**src/rtl/io_read_ctrl.sv**
```systemverilog
// Load-path controller: decodes the CPU load address, strobes the selected read
// target, waits out that target's latency, then returns one registered response.
module io_read_ctrl #(
    parameter int unsigned DW      = 32,
    parameter int unsigned MEM_LAT = 1,
    parameter int unsigned IMG_LAT = 2
) (
    input  logic          clk_i,
    input  logic          reset_i,
    input  logic          rd_req_i,
    input  logic [23:0]   address_i,
    input  logic [DW-1:0] mem_rdata_i,
    input  logic [DW-1:0] orig_rdata_i,
    input  logic [DW-1:0] proc_rdata_i,
    output logic          mem_rd_o,
    output logic          orig_rd_o,
    output logic          proc_rd_o,
    output logic          stall_o,
    output logic          rvalid_o,
    output logic [DW-1:0] rdata_o,
    output logic          rd_err_o
);

    typedef enum logic [1:0] {StIdle, StWait, StResp} state_e;
    typedef enum logic [1:0] {RegNone, RegMem, RegOrig, RegProc} region_e;

    localparam logic [2:0] MemLatC = 3'(MEM_LAT);
    localparam logic [2:0] ImgLatC = 3'(IMG_LAT);

    state_e        state_q;
    region_e       region_q;
    region_e       region_live;
    logic [2:0]    cnt_q;
    logic [DW-1:0] rdata_q;
    logic          rvalid_q;
    logic          rd_err_q;
    logic          idle_req;

    // Process window is checked first so it wins any overlap with other ranges.
    always_comb begin
        region_live = RegNone;
        if (address_i >= 24'd130 && address_i <= 24'd140) begin
            region_live = RegProc;
        end else if (address_i >= 24'd120 && address_i < 24'd130) begin
            region_live = RegOrig;
        end else if (address_i <= 24'd96) begin
            region_live = RegMem;
        end
    end

    always_ff @(posedge clk_i or posedge reset_i) begin
        if (reset_i) begin
            state_q  <= StIdle;
            region_q <= RegNone;
            cnt_q    <= 3'd0;
            rdata_q  <= '0;
            rvalid_q <= 1'b0;
            rd_err_q <= 1'b0;
        end else begin
            rvalid_q <= 1'b0;
            case (state_q)
                StIdle: begin
                    if (rd_req_i) begin
                        if (region_live == RegNone) begin
                            rdata_q  <= '0;
                            rd_err_q <= 1'b1;
                            rvalid_q <= 1'b1;
                            state_q  <= StResp;
                        end else begin
                            region_q <= region_live;
                            cnt_q    <= (region_live == RegMem) ? MemLatC : ImgLatC;
                            state_q  <= StWait;
                        end
                    end
                end
                StWait: begin
                    // Last wait cycle: target data is valid now, capture via latched region.
                    if (cnt_q <= 3'd1) begin
                        case (region_q)
                            RegMem:  rdata_q <= mem_rdata_i;
                            RegOrig: rdata_q <= orig_rdata_i;
                            RegProc: rdata_q <= proc_rdata_i;
                            default: rdata_q <= '0;
                        endcase
                        rd_err_q <= 1'b0;
                        rvalid_q <= 1'b1;
                        cnt_q    <= 3'd0;
                        state_q  <= StResp;
                    end else begin
                        cnt_q <= cnt_q - 3'd1;
                    end
                end
                StResp: begin
                    state_q <= StIdle;
                end
                default: begin
                    state_q <= StIdle;
                end
            endcase
        end
    end

    assign idle_req  = (state_q == StIdle) && rd_req_i;
    assign mem_rd_o  = idle_req && (region_live == RegMem);
    assign orig_rd_o = idle_req && (region_live == RegOrig);
    assign proc_rd_o = idle_req && (region_live == RegProc);
    assign stall_o   = idle_req || (state_q == StWait);
    assign rvalid_o  = rvalid_q;
    assign rdata_o   = rdata_q;
    assign rd_err_o  = rd_err_q;

endmodule

```
**config.mk**
```make
export PLATFORM = sky130hd
export DESIGN_NAME = io_read_ctrl
export DESIGN_NICKNAME = d
export VERILOG_FILES = /design/src/rtl/io_read_ctrl.sv
export SDC_FILE = /design/constraint.sdc
export NUM_CORES = 1
export LEC_CHECK = 0
export BUFFER_PORTS_ARGS = -buffer_cell sky130_fd_sc_hd__clkbuf_2
export CORE_UTILIZATION = 30
export CTS_CLUSTER_DIAMETER = 40
export DETAILED_ROUTE_END_ITERATION = 6
export GPL_TIMING_DRIVEN = 0
export HOLD_SLACK_MARGIN = 0.05
export SLEW_MARGIN = 20
export SYNTH_ARGS = -nofsm -noshare
export SYNTH_HDL_FRONTEND = slang
export SYNTH_SLANG_ARGS = --single-unit
```
**constraint.sdc**
```tcl
create_clock -name clk_i -period 3.15 [get_ports clk_i]
set_clock_uncertainty 0.15 [all_clocks]
set_input_delay 0.1575 -clock clk_i [delete_from_list [all_inputs] [get_ports clk_i]]
set_output_delay 0.1575 -clock clk_i [all_outputs]
set_load 0.01 [all_outputs]
```
Yosys cells after proc, flatten, opt, wreduce, memory -nomap -nowiden:

Index checks and enable logic that the tools add are counted.

* $lt $le $gt $ge: 6
* multiplexer cells: 25
* equal/unequal tests: 11
* add/sub/neg operators: 1
* reduce and logical (&&, ||, !) cells: 14
* bitwise gates (word level): 1

Operator list (count)
* 2-to-1 mux 32 bit: 3
* case mux 32 bit (3 select lines): 1
* case mux 32 bit (2 select lines): 1
* greater-or-equal comparator 24 x 7 -> 1 bit (second input constant): 1
* greater-or-equal comparator 24 x 8 -> 1 bit (second input constant): 1
* <= comparator 24 x 7 -> 1 bit (second input constant): 1
* <= comparator 24 x 8 -> 1 bit (second input constant): 1
* less-than comparator 24 x 8 -> 1 bit (second input constant): 1
* 2-to-1 mux 2 bit: 6
* 2-to-1 mux 3 bit: 3
* == test 2 bit (second input constant): 4
* != test 2 bit (second input constant): 4
* 2-to-1 mux 1 bit: 7
* == test 2 x 1 -> 1 bit (second input constant): 3
* logical AND 1 bit: 6
* case mux 3 bit (2 select lines): 1
* AND reduction 3 bit: 2
* logical NOT 2 bit: 2
* case mux 1 bit (2 select lines): 2
* case mux 2 bit (2 select lines): 1
* AND reduction 4 bit: 1
* <= comparator 3 x 1 -> 1 bit (second input constant): 1
* subtractor 3 x 1 -> 3 bit (second input constant): 1
* AND reduction 2 bit: 1
* 3 further kinds: 3

* register bits after elaboration: 41
* word-level logic and storage cells: 64
* input port bits: 123

Longest topological paths before layout:

* depth in word-level cells: 9
* gate-level depth with buffers: 8
* mapped depth without buffers: 6

Worst setup path after synthesis:

No wires, ideal clock.

* kind: register to register
* start: reg cnt_q[0]
* end: reg rdata_q[26] (netlist: rdata_o[26])
* required time: 2.926 ns
* stages on the path, launching flop included: 7
* clock period less this slack: 1.737 ns
* arrival time: 1.513 ns
* setup slack: 1.413 ns
* cell sequence: dfrtp_1 ha_1 o21bai_1 a21oi_1 clkbuf_1 a22oi_1 o21ai_2

* longest elaborated chain between the ends: 3

RTL lines
* from (decl): RTL line 33 `logic [2:0] cnt_q;`
* from (signal assigned): RTL line 71 `cnt_q <= (region_live == RegMem) ? MemLatC : ImgLatC;`
* from (signal assigned): RTL line 90 `cnt_q <= cnt_q - 3'd1;`
* <= comparator 3 x 1 -> 1 bit: RTL line 78 `if (cnt_q <= 3'd1) begin`
* != test 2 bit (no line)
* AND reduction 4 bit (no line)
* to (signal assigned): RTL line 80 `RegMem: rdata_q <= mem_rdata_i;`
* to (signal assigned): RTL line 81 `RegOrig: rdata_q <= orig_rdata_i;`
* to (signal assigned): RTL line 82 `RegProc: rdata_q <= proc_rdata_i;`
* to (decl): RTL line 34 `logic [DW-1:0] rdata_q;`

No other way between the ends.
A chain may end at the register's enable or synchronous reset.

Worst setup path after layout:

* start: reg state_q[1]
* end: out proc_rd_o

* longest elaborated chain between the ends: 3

RTL lines
* from (decl): RTL line 30 `state_e state_q;`
* from (signal assigned): RTL line 53 `state_q <= StIdle;`
* from (signal assigned): RTL line 68 `state_q <= StResp;`
* from (signal assigned): RTL line 72 `state_q <= StWait;`
* logical NOT 2 bit: RTL line 103 `assign idle_req = (state_q == StIdle) && rd_req_i;`
* logical AND 1 bit: RTL line 103
* logical AND 1 bit: RTL line 106 `assign proc_rd_o = idle_req && (region_live == RegProc);`
* to (decl): RTL line 17 `output logic proc_rd_o,`

No other way between the ends.

==> flow_metrics.tcl <==
set metrics [dict create \
    grt_usage_pct 17.9 \
    wirelength_met1_um 3550 \
    drt_first_pass_iters 7 \
    routed_wl_um 8350 \
    seq_power_share_pct 49.6 \
    path_class "flip-flop to output pin" \
    yosys.area.top_type "dfrtp_1" \
    drive_gt1_share_pct 41.7 \
    nets 587 \
    finalCritPeriodShare_pct 71.5 \
    start_util_pct 31.2 \
    period_minus_slack_ps 2250 \
    violations "DRC" \
    status "complete, but fails checks" \
    post_cts_buffers 0 \
    ys_async_sr_fraction_pct 100 \
    critPathLaunchType "flip-flop" \
    power_frac_comb_pct 19.7 \
    grt_pass1_vias 2860 \
    dp_slack_ps 936 \
    place_congestion 0.853 \
    synth_common_cells "dfrtp_1, nand2_1, o2bb2ai_1, a22oi_1, mux2i_1" \
    worstPathMaxFanout 6 \
    grt_max_degree 22 \
    rsz0062_at_grt "false" \
    reg2regPathDepth 7 \
    wl_met2_um 4090 \
    cp-endpoint "proc_rd_o" \
    setup_viol 0 \
    highest_layer "met4" \
    crit_path_start "state_q[1]" \
    post-dp-hpwl_um 6450 \
    worstReg2RegEnd "rdata_o[4]" \
    dieArea_mm2 0.00954 \
    fmax_mhz 444 \
    final_area_mm2 0.00382 \
    worstSetupEndpointType "output pin" \
    portBuffers 160 \
    grt_pass1_wl_um 13900 \
    clk_latency_ps 290 \
    hold_ws_ps 55.6 \
    antennaDiodeCount 0 \
    die_y_um 97.7 \
    avgSynthCellArea_um2 9.43 \
    synth_seq_cells 41 \
    synth_nets 416 \
    rows 34 \
    core_area_mm2 0.00881 \
    worst_pin_slew_ps 511 \
    drcViolationCount 28 \
    arrival_ps 1950 \
    slew-limit-headroom_pct 65.9 \
    drtIter0Drc 81 \
    die_w_um 97.7 \
    fin_ws_ps 896 \
    drtAntennaViolNets 0 \
    finalHoldViolCount 0 \
    gr-total-overflow 0 \
    swShare_pct 28.1 \
    synth_top_area_share_pct 37.4 \
    ys_seq_area_share_pct 37.4 \
    critPathRequiredTime_ps 2840 \
    max_cap_violations 0 \
    area_delta_synth_final_pct 39.2 \
    slew_viol_final 0 \
    p_sw_mw 0.313 \
    wl_met3_um 612 \
    p_leak_nw 1.74 \
    ios 161 \
    vias_per_cell 5.03 \
    synth_enable_flop_cells 0 \
    regToRegStartpoint "cnt_q[1]" \
    synth_area_leaders "dfrtp_1, mux2i_1, o2bb2ai_1" \
    clockBufferDepth 2 \
    clock_sinks 41 \
    cts_buffers 5 \
    rrSetupSlack_ps 940 \
    powerDensity_mw_per_mm2 292 \
    netlist_area_mm2 0.00275 \
    synth.most_common_cell "dfrtp_1" \
    yosysWarnings 0 \
    ir_drop_mv 0.130 \
    cts_tree "built" \
    synthFlopType "dfrtp_1" \
    worstHoldPathType "primary input to flip-flop" \
    path_clk_slew_ps 80 \
    synth_cell_types 42 \
    vias 2873 \
    p_clk_share_pct 30.8 \
    dpl_cell_area_mm2 0.00371 \
    wl_per_cell_um 14.6 \
    tns_ps 0 \
    cts_root_buf "clkbuf_8" \
    antenna_found_initial 0 \
    p_int_mw 0.802 \
    htree_levels 2 \
    synthCells 291 \
]
==> worst min-delay path by stage <==
stage / from / end / cells after the start
floorplan: rd_req_i / rvalid_o / 2
global placement: rd_err_o / rd_err_o / 1
detailed placement: reset_i / rdata_o[11] / 2
CTS: orig_rdata_i[30] / rdata_o[30] / 4
global route: orig_rdata_i[26] / rdata_o[26] / 4
finish: orig_rdata_i[30] / rdata_o[30] / 4
==> power groups by stage <==
stage | clock (mW) | combinational (mW) | sequential (mW)
global placement | 0 | 0.209 | 0.562
detailed placement | 0 | 0.219 | 0.563
finish | 0.343 | 0.220 | 0.552
CTS | 0.362 | 0.224 | 0.552
floorplan | 0 | 0.104 | 0.560
global route | 0.379 | 0.251 | 0.555
==> flip-flops by register name, summed over array words and instances (netlist names) <==
register / count
rvalid_o: 1
region_q: 2
rd_err_o: 1
cnt_q: 3
rdata_o: 32
state_q: 2
==> area by class of cell <==
class                   instances  area (um2)
fillers                       874        4980
multi-input cells             220        1570
flip-flops and latches         41        1030
repair buffers                164         858
well taps                     108         135
plain buffers                  24         126
clock buffers                   6        72.6
inverters                       6        22.5
clock inverters                 2        10.0
==> routing by layer <==
metal	GRT usage, %	vias to the layer above
met5	0	-
met3	4.10	8
met1	22.2	1297
met4	3.61	0
li1	-	1461
met2	31.6	107
==> stage by stage <==
step	utilization, %	power, mW	instances
2_1_floorplan	-	0.664	291
3_3_place_gp	41.8	0.771	559
3_5_place_dp	42.1	0.782	560
4_1_cts	43.4	1.14	571
5_1_grt	43.4	1.18	571
6_report	43.4	1.11	571
==> timing repair <==
action                                 4_1_cts  5_1_grt
hold buffers                                 3        0
setup endpoints to repair                    0        0
endpoints found under the hold margin       23        0
resized for setup                            0        0
==> critical path, stage by stage (launching register included) <==
cell and delay (ps):
dfrtp_1 450, nor2_1 370, nand2_1 200, nor4b_2 430
clkbuf_2 210
==> cells in the final DEF (no fill, tap or decap), types with 2 or more instances in the layout <==
cell type | synthesis | layout
o211ai_1 | 2 | 2
a22oi_1 | 32 | 32
a21oi_1 | 4 | 4
mux2i_1 | 32 | 32
clkbuf_8 | 0 | 5
o2bb2ai_1 | 34 | 34
clkbuf_1 | 9 | 10
nor2_1 | 4 | 4
o21ai_1 | 29 | 29
nor3b_2 | 2 | 2
a21o_1 | 2 | 2
or2_2 | 2 | 2
dlygate4sd3_1 | 0 | 3
clkinv_2 | 0 | 2
nor4_1 | 4 | 4
and3_1 | 2 | 2
inv_1 | 6 | 5
clkbuf_2 | 0 | 160
o21ai_2 | 2 | 2
dfrtp_1 | 41 | 41
nand2_1 | 38 | 38
ha_1 | 2 | 2
a211oi_1 | 2 | 2
a41oi_1 | 2 | 2
o21ai_0 | 2 | 2
nor2b_1 | 2 | 2
a31oi_1 | 2 | 2
buf_6 | 3 | 3
buf_2 | 11 | 11
a211o_1 | 2 | 2
a2bb2oi_1 | 3 | 3
==> logic make-up (layout without fill, tap and decap cells) <==
kind of cell | count (synthesis) | after routing | share of synthesized area [%]
AO/OA/AOI/OAI | 122 | 122 | 32.2
AND/OR/NAND/NOR | 64 | 64 | 12.4
flip-flops | 41 | 41 | 37.4
multiplexers | 32 | 32 | 11.7
buffers and inverters | 30 | 202 | 5.42
adder cells (fa/ha/maj) | 2 | 2 | 0.911
Power figures use the tool's default switching activity.
